### src/rtl/xbar_pkg.sv
// Shared definitions for the crossbar route sequencer: request opcodes,
// sequencer states and the idle (no-toggle) address helper.
package xbar_pkg;

    typedef enum logic [1:0] {
        OP_CONNECT    = 2'b00,
        OP_DISCONNECT = 2'b01,
        OP_CLEAR      = 2'b10,
        OP_ILLEGAL    = 2'b11
    } op_e;

    typedef enum logic [2:0] {
        IDLE,
        CHECK,
        UNSET,
        GAP,
        SET,
        CLR_SCAN,
        CLR_GAP,
        DONE
    } state_e;

    function automatic int rest_addr(input int ip_count, input int op_count);
        return ip_count * op_count;
    endfunction

endpackage

### src/rtl/xbar_route_sequencer.sv
// Sequences one-cycle toggle addresses into a toggle-cell crossbar and keeps a
// shadow map of which input drives each output.
module xbar_route_sequencer
    import xbar_pkg::*;
#(
    parameter int IP_COUNT   = 3,
    parameter int OP_COUNT   = 3,
    parameter int REST_ADDR  = rest_addr(IP_COUNT, OP_COUNT),
    parameter int ADDR_WIDTH = $clog2(IP_COUNT * OP_COUNT + 1),
    parameter int IN_W       = (IP_COUNT > 1) ? $clog2(IP_COUNT) : 1,
    parameter int OUT_W      = (OP_COUNT > 1) ? $clog2(OP_COUNT) : 1
) (
    input  logic                           Clk,
    input  logic                           Rst,
    input  logic                           req_valid,
    output logic                           req_ready,
    input  logic [1:0]                     req_op,
    input  logic [IN_W-1:0]                req_in,
    input  logic [OUT_W-1:0]               req_out,
    output logic [ADDR_WIDTH-1:0]          addr_sel,
    output logic                           busy,
    output logic                           done,
    output logic                           err,
    output logic [IP_COUNT*OP_COUNT-1:0]   route_map
);

    localparam int MAP_W = IP_COUNT * OP_COUNT;
    localparam logic [ADDR_WIDTH-1:0] REST = ADDR_WIDTH'(REST_ADDR);

    state_e                  state_q, state_d;
    logic [1:0]              op_q;
    logic [IN_W-1:0]         in_q;
    logic [OUT_W-1:0]        out_q;
    logic                    err_q, err_d;
    logic [MAP_W-1:0]        map_q, map_d;
    logic [ADDR_WIDTH-1:0]   scan_q, scan_d;
    logic [ADDR_WIDTH-1:0]   addr_d;

    logic                    accept;
    logic                    range_bad;
    logic [ADDR_WIDTH-1:0]   cell_addr;
    logic [MAP_W-1:0]        cell_mask;
    logic                    cell_hit;
    logic                    owner_found;
    logic [ADDR_WIDTH-1:0]   owner_addr;
    logic [MAP_W-1:0]        owner_mask;
    logic                    scan_found;
    logic [ADDR_WIDTH-1:0]   scan_addr;
    logic [MAP_W-1:0]        scan_mask;

    assign accept    = (state_q == IDLE) && req_valid;
    assign range_bad = (32'(in_q) >= 32'(IP_COUNT)) || (32'(out_q) >= 32'(OP_COUNT));
    assign cell_addr = ADDR_WIDTH'(32'(in_q) * 32'(OP_COUNT) + 32'(out_q));
    assign cell_mask = MAP_W'(1) << (32'(in_q) * 32'(OP_COUNT) + 32'(out_q));
    assign cell_hit  = (map_q & cell_mask) != '0;

    // Another input currently holding the requested output column.
    always_comb begin
        owner_found = 1'b0;
        owner_addr  = REST;
        owner_mask  = '0;
        for (int unsigned k = 0; k < IP_COUNT; k++) begin
            if (!owner_found && (k != 32'(in_q)) &&
                ((map_q & (MAP_W'(1) << (k * 32'(OP_COUNT) + 32'(out_q)))) != '0)) begin
                owner_found = 1'b1;
                owner_addr  = ADDR_WIDTH'(k * 32'(OP_COUNT) + 32'(out_q));
                owner_mask  = MAP_W'(1) << (k * 32'(OP_COUNT) + 32'(out_q));
            end
        end
    end

    // Lowest set map bit at or above the scan pointer.
    always_comb begin
        scan_found = 1'b0;
        scan_addr  = REST;
        scan_mask  = '0;
        for (int unsigned i = 0; i < MAP_W; i++) begin
            if (!scan_found && (i >= 32'(scan_q)) && (((map_q >> i) & MAP_W'(1)) != '0)) begin
                scan_found = 1'b1;
                scan_addr  = ADDR_WIDTH'(i);
                scan_mask  = MAP_W'(1) << i;
            end
        end
    end

    always_comb begin
        state_d = state_q;
        map_d   = map_q;
        err_d   = err_q;
        scan_d  = scan_q;
        addr_d  = REST;
        done    = 1'b0;
        case (state_q)
            IDLE: begin
                if (accept) begin
                    err_d   = 1'b0;
                    state_d = CHECK;
                end
            end
            CHECK: begin
                if (op_q == OP_ILLEGAL || (op_q != OP_CLEAR && range_bad)) begin
                    err_d   = 1'b1;
                    state_d = DONE;
                end else if (op_q == OP_CONNECT) begin
                    if (cell_hit)         state_d = DONE;
                    else if (owner_found) state_d = UNSET;
                    else                  state_d = SET;
                end else if (op_q == OP_DISCONNECT) begin
                    state_d = cell_hit ? SET : DONE;
                end else begin
                    scan_d  = '0;
                    state_d = CLR_SCAN;
                end
            end
            UNSET: begin
                addr_d  = owner_addr;
                map_d   = map_q & ~owner_mask;
                state_d = GAP;
            end
            GAP: state_d = SET;
            // Toggle cell: connects a free cell, disconnects an owned one.
            SET: begin
                addr_d  = cell_addr;
                map_d   = map_q ^ cell_mask;
                state_d = DONE;
            end
            CLR_SCAN: begin
                if (scan_found) begin
                    addr_d  = scan_addr;
                    map_d   = map_q & ~scan_mask;
                    scan_d  = scan_addr + ADDR_WIDTH'(1);
                    state_d = CLR_GAP;
                end else begin
                    state_d = DONE;
                end
            end
            CLR_GAP: state_d = CLR_SCAN;
            DONE: begin
                done    = 1'b1;
                state_d = IDLE;
            end
            default: state_d = IDLE;
        endcase
    end

    always_ff @(posedge Clk or posedge Rst) begin
        if (Rst) begin
            state_q <= IDLE;
            map_q   <= '0;
            err_q   <= 1'b0;
            scan_q  <= '0;
            op_q    <= '0;
            in_q    <= '0;
            out_q   <= '0;
        end else begin
            state_q <= state_d;
            map_q   <= map_d;
            err_q   <= err_d;
            scan_q  <= scan_d;
            if (accept) begin
                op_q  <= req_op;
                in_q  <= req_in;
                out_q <= req_out;
            end
        end
    end

    assign req_ready = (state_q == IDLE);
    assign busy      = (state_q != IDLE);
    assign err       = err_q;
    assign addr_sel  = addr_d;
    assign route_map = map_q;

endmodule

### config.mk
export PLATFORM = sky130hd
export DESIGN_NAME = xbar_route_sequencer
export DESIGN_NICKNAME = d
export VERILOG_FILES = /design/src/rtl/xbar_pkg.sv /design/src/rtl/xbar_route_sequencer.sv
export SDC_FILE = /design/constraint.sdc
export NUM_CORES = 1
export LEC_CHECK = 0
export ABC_AREA = 1
export CORE_ASPECT_RATIO = 1.4
export CORE_UTILIZATION = 55
export DETAILED_ROUTE_END_ITERATION = 6
export PLACE_DENSITY = 0.88
export SETUP_SLACK_MARGIN = 0.1
export SLEW_MARGIN = 0
export SYNTH_ARGS = -nofsm -noshare
export SYNTH_HDL_FRONTEND = slang
export SYNTH_SLANG_ARGS = --single-unit
### constraint.sdc
create_clock -name Clk -period 3.6 [get_ports Clk]
set_clock_uncertainty 0.1 [all_clocks]
set_input_delay 0.72 -clock Clk [delete_from_list [all_inputs] [get_ports Clk]]
set_output_delay 0.72 -clock Clk [all_outputs]
set_load 0.005 [all_outputs]
; Yosys cells after proc, flatten, opt, wreduce, memory -nomap -nowiden
; Index checks and enable logic that the tools add are counted.
[totals]
wordCells = 162
output_inout_bits = 17
ff_bits = 23
[classes]
muxes = 58
add_sub_neg = 4
n_eq_ne = 18
n_reduce_logical = 50
shifts = 4
multipliers = 1
n_bitwise = 9
order_cmp = 11
[ops]
columns = cell, count
row1 = $mux 9, 10
row2 = $mux 4, 17
row3 = $and 9x9->9, 6
row4 = $reduce_bool 9->1, 4
row5 = $pmux 9 s3, 1
row6 = $logic_and 1x1->1, 24
row7 = $pmux 3 s8, 1
row8 = $mux 3, 6
row9 = $not 9->9, 2
row10 = $mux 1, 17
row11 = $ge 3x4->1 const A, 4
row12 = $eq 3x3->1 const B, 4
row13 = $ne 2x2->1 const B, 6
row14 = $pmux 4 s3, 1
row15 = $logic_not 1->1, 10
row16 = $shl 1x2->9 const A, 1
row17 = $shl 1x3->9 const A, 1
row18 = $shl 1x4->9 const A, 1
row19 = $shl 1x5->9 const A, 1
row20 = $xor 9x9->9, 1
row21 = $ge 1x4->1 const A, 2
row22 = $ge 2x4->1 const A, 2
row23 = $pmux 4 s2, 1
row24 = $eq 3x2->1 const B, 2
row25 = 23 further kinds, 30

; Depth between registers and ports, before layout
; Gate-level depths: netlist of run 1.
[depth]
depth_word = 39
ltp_mapped = 17
ltp_nobuf = 16

; Least setup slack after synthesis of run 1
; Ideal clock, no wire load.
[synth_timing]
kind = register -> register
start = reg in_q[0]
end = reg state_q[2]
required_time_ns = 3.365
path_stages_with_launch = 15
n_path_buf = 0
period_less_slack_ns = 3.047
setup_slack_ns = 0.553
arrival_ns = 2.812
path_cell_list = dfrtp_1 > fa_1 > ha_1 > inv_1 > fa_1 > inv_1 > nand2_1 > nor2_1 > ha_1 > nor4_1 > nand3_1 > nor2_1 > nand2_1 > o211ai_1 > o21ai_0
[synth_between]
elab_chain_len = 16
elab_cells_between_ends = 27
cone_classes = add/sub (1) / mul (1) / order compare (1) / eq/ne (2) / shift (1) / mux (8) / bitwise (1) / reduce/logical (12)
[synth_lines]
columns = element, line
row1 = from (decl), xbar_route_sequencer.sv:32  ; logic [IN_W-1:0] in_q;
row2 = from (signal assigned), xbar_route_sequencer.sv:162  ; in_q <= req_in;
row3 = "parallel branches: the longest is 14 deep, another holds $add 4x2->5", n/a
row4 = $mux 3 *, xbar_route_sequencer.sv:101  ; if (op_q == OP_ILLEGAL || (op_q != OP_CLEAR && range_bad)) begin
row5 = $pmux 3 s8 *, xbar_route_sequencer.sv:93  ; case (state_q)
row6 = to (signal assigned), xbar_route_sequencer.sv:156  ; state_q <= state_d;
row7 = to (decl), xbar_route_sequencer.sv:30  ; state_e state_q, state_d;
; Every way passes the cells marked *.
; A chain may end at the register's enable or synchronous reset.

; Worst setup path in the final report of run 1
[layout_timing]
start = reg out_q[0]
end = out addr_sel[0]
[layout_between]
elab_chain_len = 14
elab_cells_between_ends = 25
cone_classes = add/sub (3) / shift (3) / mux (6) / bitwise (3) / reduce/logical (10)
[layout_lines]
columns = element, line
row1 = from (decl), xbar_route_sequencer.sv:33  ; logic [OUT_W-1:0] out_q;
row2 = from (signal assigned), xbar_route_sequencer.sv:163  ; out_q <= req_out;
row3 = $shl 1x2->9, xbar_route_sequencer.sv:64  ; ((map_q & (MAP_W'(1) << (k * 32'(OP_COUNT) + 32'(out_q)))) != '0)) begin
row4 = $and 9x9->9, xbar_route_sequencer.sv:64
row5 = $reduce_bool 9->1, xbar_route_sequencer.sv:64
row6 = $logic_and 1x1->1, xbar_route_sequencer.sv:63  ; if (!owner_found && (k != 32'(in_q)) &&
row7 = $mux 1, xbar_route_sequencer.sv:63
row8 = $logic_not 1->1, xbar_route_sequencer.sv:63
row9 = $logic_and 1x1->1 (2 in series), xbar_route_sequencer.sv:63
row10 = $mux 1, xbar_route_sequencer.sv:63
row11 = $logic_not 1->1, xbar_route_sequencer.sv:63
row12 = $logic_and 1x1->1 (2 in series), xbar_route_sequencer.sv:63
row13 = $mux 4, xbar_route_sequencer.sv:63
row14 = $pmux 4 s3 *, xbar_route_sequencer.sv:93
row15 = to (decl), xbar_route_sequencer.sv:20  ; output logic [ADDR_WIDTH-1:0] addr_sel,
; Mark *: on every way between the ends. The rest lies on a longest branch, timed or not.

==> flow_summary.yaml, run 1 <==
clock_network:
  root_buffer: "clkbuf_8"
  path_clk_slew_ns: 0.09
  htree_levels: 1
  numCtsBuffers: 3
  clk_latency_ns: 0.27
  cts.sinks: 23
  cts_tree: "built"
  cts.path.max_buffers: 2
critical_path:
  reg2reg_depth: 15
  r2r-start: "in_q[1]"
  crit_path_start_kind: "flip-flop"
  r2r_slack_ns: 0.22
  cp.required_ns: 2.78
  crit_path_end: "addr_sel[0]"
  crit_fanout: 7
  path_cells: "buf_4 -> ha_4 -> nand2_1 -> nand2_2 -> nor2_4 -> nor2_4 -> nor2_2 -> nand2_2 -> inv_2 -> nand2_1 -> nand3_1 -> nand4_1 -> clkdlybuf4s50_1"
  startpoint: "out_q[0]"
  cp-end-kind: "output port"
  worstSetupPathType: "reg2out"
  cp.arrival_ns: 2.71
  r2r-end: "state_q[2]"
  worst_path_largest_cell_delay_ns: 0.47
  slowest_stage: "clkdlybuf4s50_1"
placement:
  finalWeightedCongestion: 0.990
  place_inst: 435
  dp_slack_ns: 0.119
  portBuffers: 25
  hpwlAfterDp_um: 5280
floorplan:
  core_mm2: 0.00402
  io_pins: 26
  die_height_um: 79.4
  fp.dieW_um: 57.3
  rows: 27
  initial_utilization_pct: 58.5
  die_area_mm2: 0.00455
route:
  dr.pass1.iters: 5
  avgRoutedWirePerCell_um: 16.4
  drc_errors: 0
  drt_first_iter_violations: 265
  wl_um: 7420
  vias: 2652
  antenna_left: 0
  viasPerCell: 5.88
global_routing:
  grt-ovfl-total: 0
  antenna_found_initial: 0
  grt_max_degree: 24
  grt_pass1_vias: 2482
  grt_pass1_wl_um: 11500
  gr-usage-all-layers_pct: 33.1
timing:
  slew_viol_final: 0
  rsz0062_at_grt: "yes"
  relSlewSlack_pct: 40.2
  period_minus_slack_ns: 3.53
  min_period_over_period_pct: 98.2
  final.setup.tns_ns: 0
  tightest_slew_ns: 0.896
  finalSetupViolations: 0
  hold_violations: 0
  fin_ws_ns: 0.0657
  fmax_mhz: 283
synthesis:
  netlist_area_mm2: 0.00235
  synth_compound_area_share_pct: 9.41
  yosysSeqAreaShare_pct: 24.5
  synth.distinct_cells: 27
  synthMuxAreaShare_pct: 0
  synth_top_area_share_pct: 24.5
  synth-warning-count: 0
  async_reset_ff_share_pct: 100
  synth_top_family_by_area: "simple AND/OR/NAND/NOR gates"
  synth.cells.most_frequent: "126 x nand2_1, 40 x nor2_1, 39 x inv_1, 30 x nand3_1"
  synthCells: 366
  synth_fp_nets: 400
  synthSimpleGateAreaFrac_pct: 43.4
  avgSynthCellArea_um2: 6.43
  synth_edf_count: 0
  synthAdderAreaFrac_pct: 13.9
  yosysMostFrequentCell: "nand2_1"
  synth_area_leaders: "dfrtp_1 24%, nand2_1 20%, ha_1 12%, nand3_1 6.4%, nor2_1 6.4%"
  synth_ff_type: "dfrtp_1"
  ys_seq_elements: 23
  synth_top_area_cell: "dfrtp_1"
  synth_xor_area_share_pct: 0
finish:
  instances_no_fill: 451
  num-nets-final: 443
  area.growth.synth_to_final_pct: 26.1
  antenna_cells: 0
  drive_above_1_share_pct: 18.1
min_path:
  holdCritPathClass: "reg2reg"
flow_run:
  max-cap-violations: 0
run_status:
  outcome: "finished, final reports clean"
-- critical path, delay by kind of cell (launching register included) --
family	cells	cell delay, ns
buffers and inverters	3	0.78
AND/OR/NAND/NOR	9	1.00
adder cells (fa/ha/maj)	1	0.18
flip-flops	1	0.46
-- cells in the final DEF, fill, tap and decap left out, types with 3 or more instances in the layout --
| master | n |
|---|---|
| nand2_1 | 119 |
| inv_1 | 36 |
| nor2_1 | 35 |
| nand3_1 | 29 |
| clkdlybuf4s50_1 | 22 |
| dfrtp_1 | 19 |
| o21ai_0 | 17 |
| ha_1 | 16 |
| buf_4 | 15 |
| nor3_1 | 9 |
| nand4_1 | 8 |
| nand2_2 | 7 |
| a21oi_1 | 6 |
| nor2_4 | 6 |
| inv_2 | 5 |
| nor2_2 | 5 |
| o211ai_1 | 4 |
| nand3_2 | 4 |
| ha_4 | 4 |
| dfrtp_2 | 4 |
| o21ai_1 | 3 |
| nand2_4 | 3 |
| ha_2 | 3 |
| clkbuf_8 | 3 |
-- layer usage --
metal / vias up / track usage (%) / share of wire (%)
li1: 1273 / - / -
met1: 1215 / 38.2 / 39
met2: 122 / 58.1 / 51
met3: 42 / 4.38 / 5.2
met4: 0 / 18.8 / 4.8
met5: - / 0 / 0
-- flip-flops by register name, indices dropped and copies added, names as in the netlist --
signal / cells
out_q: 2
state_q: 3
route_map: 9
scan_q: 4
in_q: 2
err: 1
op_q: 2
-- what timing repair did --
| action | in CTS | in global routing |
|---|---|---|
| buffers inserted | 1 | 10 |
| gates resized for setup | 17 | 36 |
| pin swaps | 2 | 11 |
| hold buffers | 0 | 0 |
| cloned | 0 | 1 |
| endpoints found under the setup margin | 4 | 5 |
-- per-stage QoR --
step / cell area, um^2 / utilization (%) / hold WS (ns)
detailed placement: 2670 / 66.3 / 0.394
global placement: 2670 / 66.3 / 0.388
floorplan: 2350 / - / 0.386
CTS: 2750 / 68.5 / 0.414
global route: 2970 / 73.8 / 0.451
finish: 2970 / 73.8 / 0.405
-- worst min path at each step --
stage,cells past startpoint,from,slack (ns),end
after floorplan,2,err,0.39,err
after global placement,2,err,0.39,err
after detailed placement,2,err,0.39,err
after CTS,2,err,0.41,err
after global routing,2,route_map[8],0.45,route_map[8]
final,2,err,0.40,err
-- area by class of cell --
class	count	area (um^2)
Multi-Input combinational cell	295	1730
Fill cell	338	1050
Sequential cell	23	581
Timing Repair Buffer	43	390
Inverter	43	166
Tap cell	43	53.8
Clock buffer	4	45.0
-- logic make-up after synthesis --
family                     after synthesis
AOI/OAI and AO/OA                       38
adders and majority gates               25
buffers and inverters                   49
DFF                                     23
and+or+nand+nor                        231
Power of run 1 is not shown: default switching activity piles up to over one toggle a cycle in this logic, so the estimate is an artifact.
==> run 2: changes to the inputs <==
--- a/config.mk
+++ b/config.mk
@@ -6,11 +6,13 @@
 export NUM_CORES = 1
 export LEC_CHECK = 0
 export ABC_AREA = 1
+export CAP_MARGIN = 15
 export CORE_ASPECT_RATIO = 1.4
 export CORE_UTILIZATION = 55
 export DETAILED_ROUTE_END_ITERATION = 6
+export GPL_TIMING_DRIVEN = 0
 export PLACE_DENSITY = 0.88
-export SETUP_SLACK_MARGIN = 0.1
+export SETUP_SLACK_MARGIN = 0.02
 export SLEW_MARGIN = 0
 export SYNTH_ARGS = -nofsm -noshare
 export SYNTH_HDL_FRONTEND = slang
==> run 2 against run 1 <==
Effect of this change:
- non-clock buffer count rose by 2
- setup slack improved by 0.054 ns
- critical endpoint is now state_q[2]
- register-to-register slack got worse by 0.10 ns
- flip-flop and latch count did not move
- largest cell class unchanged
==> flow_summary.yaml, run 2 (synthesis results as in run 1) <==
finish:
  instances_no_fill: 452
  most-common-layout-cells: "121 x nand2_1, 37 x inv_1, 34 x nor2_1"
  drive_above_1_share_pct: 15.4
  num-nets-final: 444
  final_common_cell: "nand2_1"
  largest_reg_flops: 9
  nFillCells: 329
  area.growth.synth_to_final_pct: 23.0
  final_util_pct: 72.0
  antenna_cells: 0
route:
  drc_errors: 0
  dr.pass1.iters: 5
  vias: 2601
  drt_first_iter_violations: 220
  antenna_left: 0
  wl_um: 6960
  viasPerCell: 5.75
  avgRoutedWirePerCell_um: 15.4
run_status:
  outcome: "finished, final reports clean"
placement:
  place_inst: 434
  finalWeightedCongestion: 0.976
  hpwlAfterDp_um: 5050
  portBuffers: 25
timing:
  hold_violations: 0
  slew_viol_final: 0
  min_period_over_period_pct: 96.7
  relSlewSlack_pct: 40.1
  tightest_slew_ns: 0.897
  rsz0062_at_grt: "no"
  fmax_mhz: 287
  period_minus_slack_ns: 3.48
  finalSetupViolations: 0
  final.setup.tns_ns: 0
global_routing:
  grt-ovfl-total: 0
  grt_pass1_vias: 2329
  antenna_found_initial: 0
  gr-usage-all-layers_pct: 31.2
  grt_pass1_wl_um: 10900
  grt_max_degree: 24
floorplan:
  die_height_um: 79.4
  rows: 27
  core_mm2: 0.00402
  die_area_mm2: 0.00455
  initial_utilization_pct: 58.5
  io_pins: 26
  fp.dieW_um: 57.3
min_path:
  min_path_cells: 2
  holdCritPathClass: "reg2reg"
flow_run:
  max-cap-violations: 0
clock_network:
  numCtsBuffers: 3
  cts_tree: "built"
  clk_latency_ns: 0.27
  root_buffer: "clkbuf_8"
  cts.sinks: 23
  htree_levels: 1
  cts.path.max_buffers: 2
  path_clk_slew_ns: 0.09
critical_path:
  path_cells: "buf_4 -> fa_1 -> ha_1 -> inv_1 -> fa_2 -> inv_1 -> nand2_2 -> nor2_1 -> ha_1 -> nor4_4 -> nand3_2 -> nor2_2 -> nand2_1 -> o211ai_1 -> o21ai_0"
  cp.arrival_ns: 3.53
  reg2reg_depth: 15
  crit_path_start_kind: "flip-flop"
  slowest_stage: "fa_2"
  crit_buf_inv: 3
  crit_fanout: 9
  cp-end-kind: "flip-flop"
  cp.required_ns: 3.65
  cp_num_cells: 15
  worstSetupPathType: "reg2reg"
  crit_family: "adder cells"
  worst_path_largest_cell_delay_ns: 0.58
run 2: cell count changes in the layout (fill, tap and decap cells not counted), sizes merged:
cell           delta
clkinvlp          +1
inv               -1
clkinv            +1
clkbuf            +1
nor2              -1
clkdlybuf4s50     -1
dlygate4sd2       -1
dlymetal6s2s      +2
run 2: timing repair:
action / CTS / global route
hold buffers: 0 / 0
pin swaps: 3 / 5
setup endpoints to repair: 5 / 6
setup buffers: 10 / 4
gates resized for setup: 13 / 17
run 2: stage by stage:
| step | hold WS [ns] | area (um^2) | worst slack [ns] |
|---|---|---|---|
| after floorplan | 0.386 | 2350 | 0.553 |
| after global placement | 0.377 | 2660 | -0.137 |
| after detailed placement | 0.380 | 2660 | -0.176 |
| after CTS | 0.403 | 2810 | 0.0249 |
| after global routing | 0.428 | 2900 | 0.00105 |
| final | 0.398 | 2900 | 0.120 |
run 2: final cells by class:
type,instances,area (um^2),share of cell area (%)
clock buffers,3,41.3,1.43
clock inverters,1,5.00,0.173
inverters,43,165,5.70
flip-flops and latches,23,578,20.0
repair buffers,39,362,12.5
well taps,43,53.8,1.86
multi-input cells,294,1650,56.8
plain buffers,6,45.0,1.56
run 2: metal layers:
metal / track usage (%) / vias to the layer above / part of all wire [%]
li1: - / 1273 / -
met1: 36.5 / 1160 / 39
met2: 54.8 / 134 / 50
met3: 2.59 / 34 / 5.4
met4: 18.8 / 0 / 5.3
met5: 0 / - / 0
run 2: path summary, 6_finish.rpt:
check | slack (ns) | to | start
max | 0.12 | state_q[2] | out_q[1]
min | 0.40 | err | err
max reg2reg | 0.12 | state_q[2] | out_q[1]
min reg2reg | 0.40 | err | err
max in group asynchronous | 1.96 | out_q[0] | Rst
min in group asynchronous | 0.83 | scan_q[0] | Rst
run 2: tightest hold or removal path: cells and delay by family (launching register included):
kind,cells,cell delay [ns]
AO/OA/AOI/OAI,1,0.04
flip-flops,1,0.35
AND/OR/NAND/NOR,1,0.07
Power of run 2 is left out for the same reason.
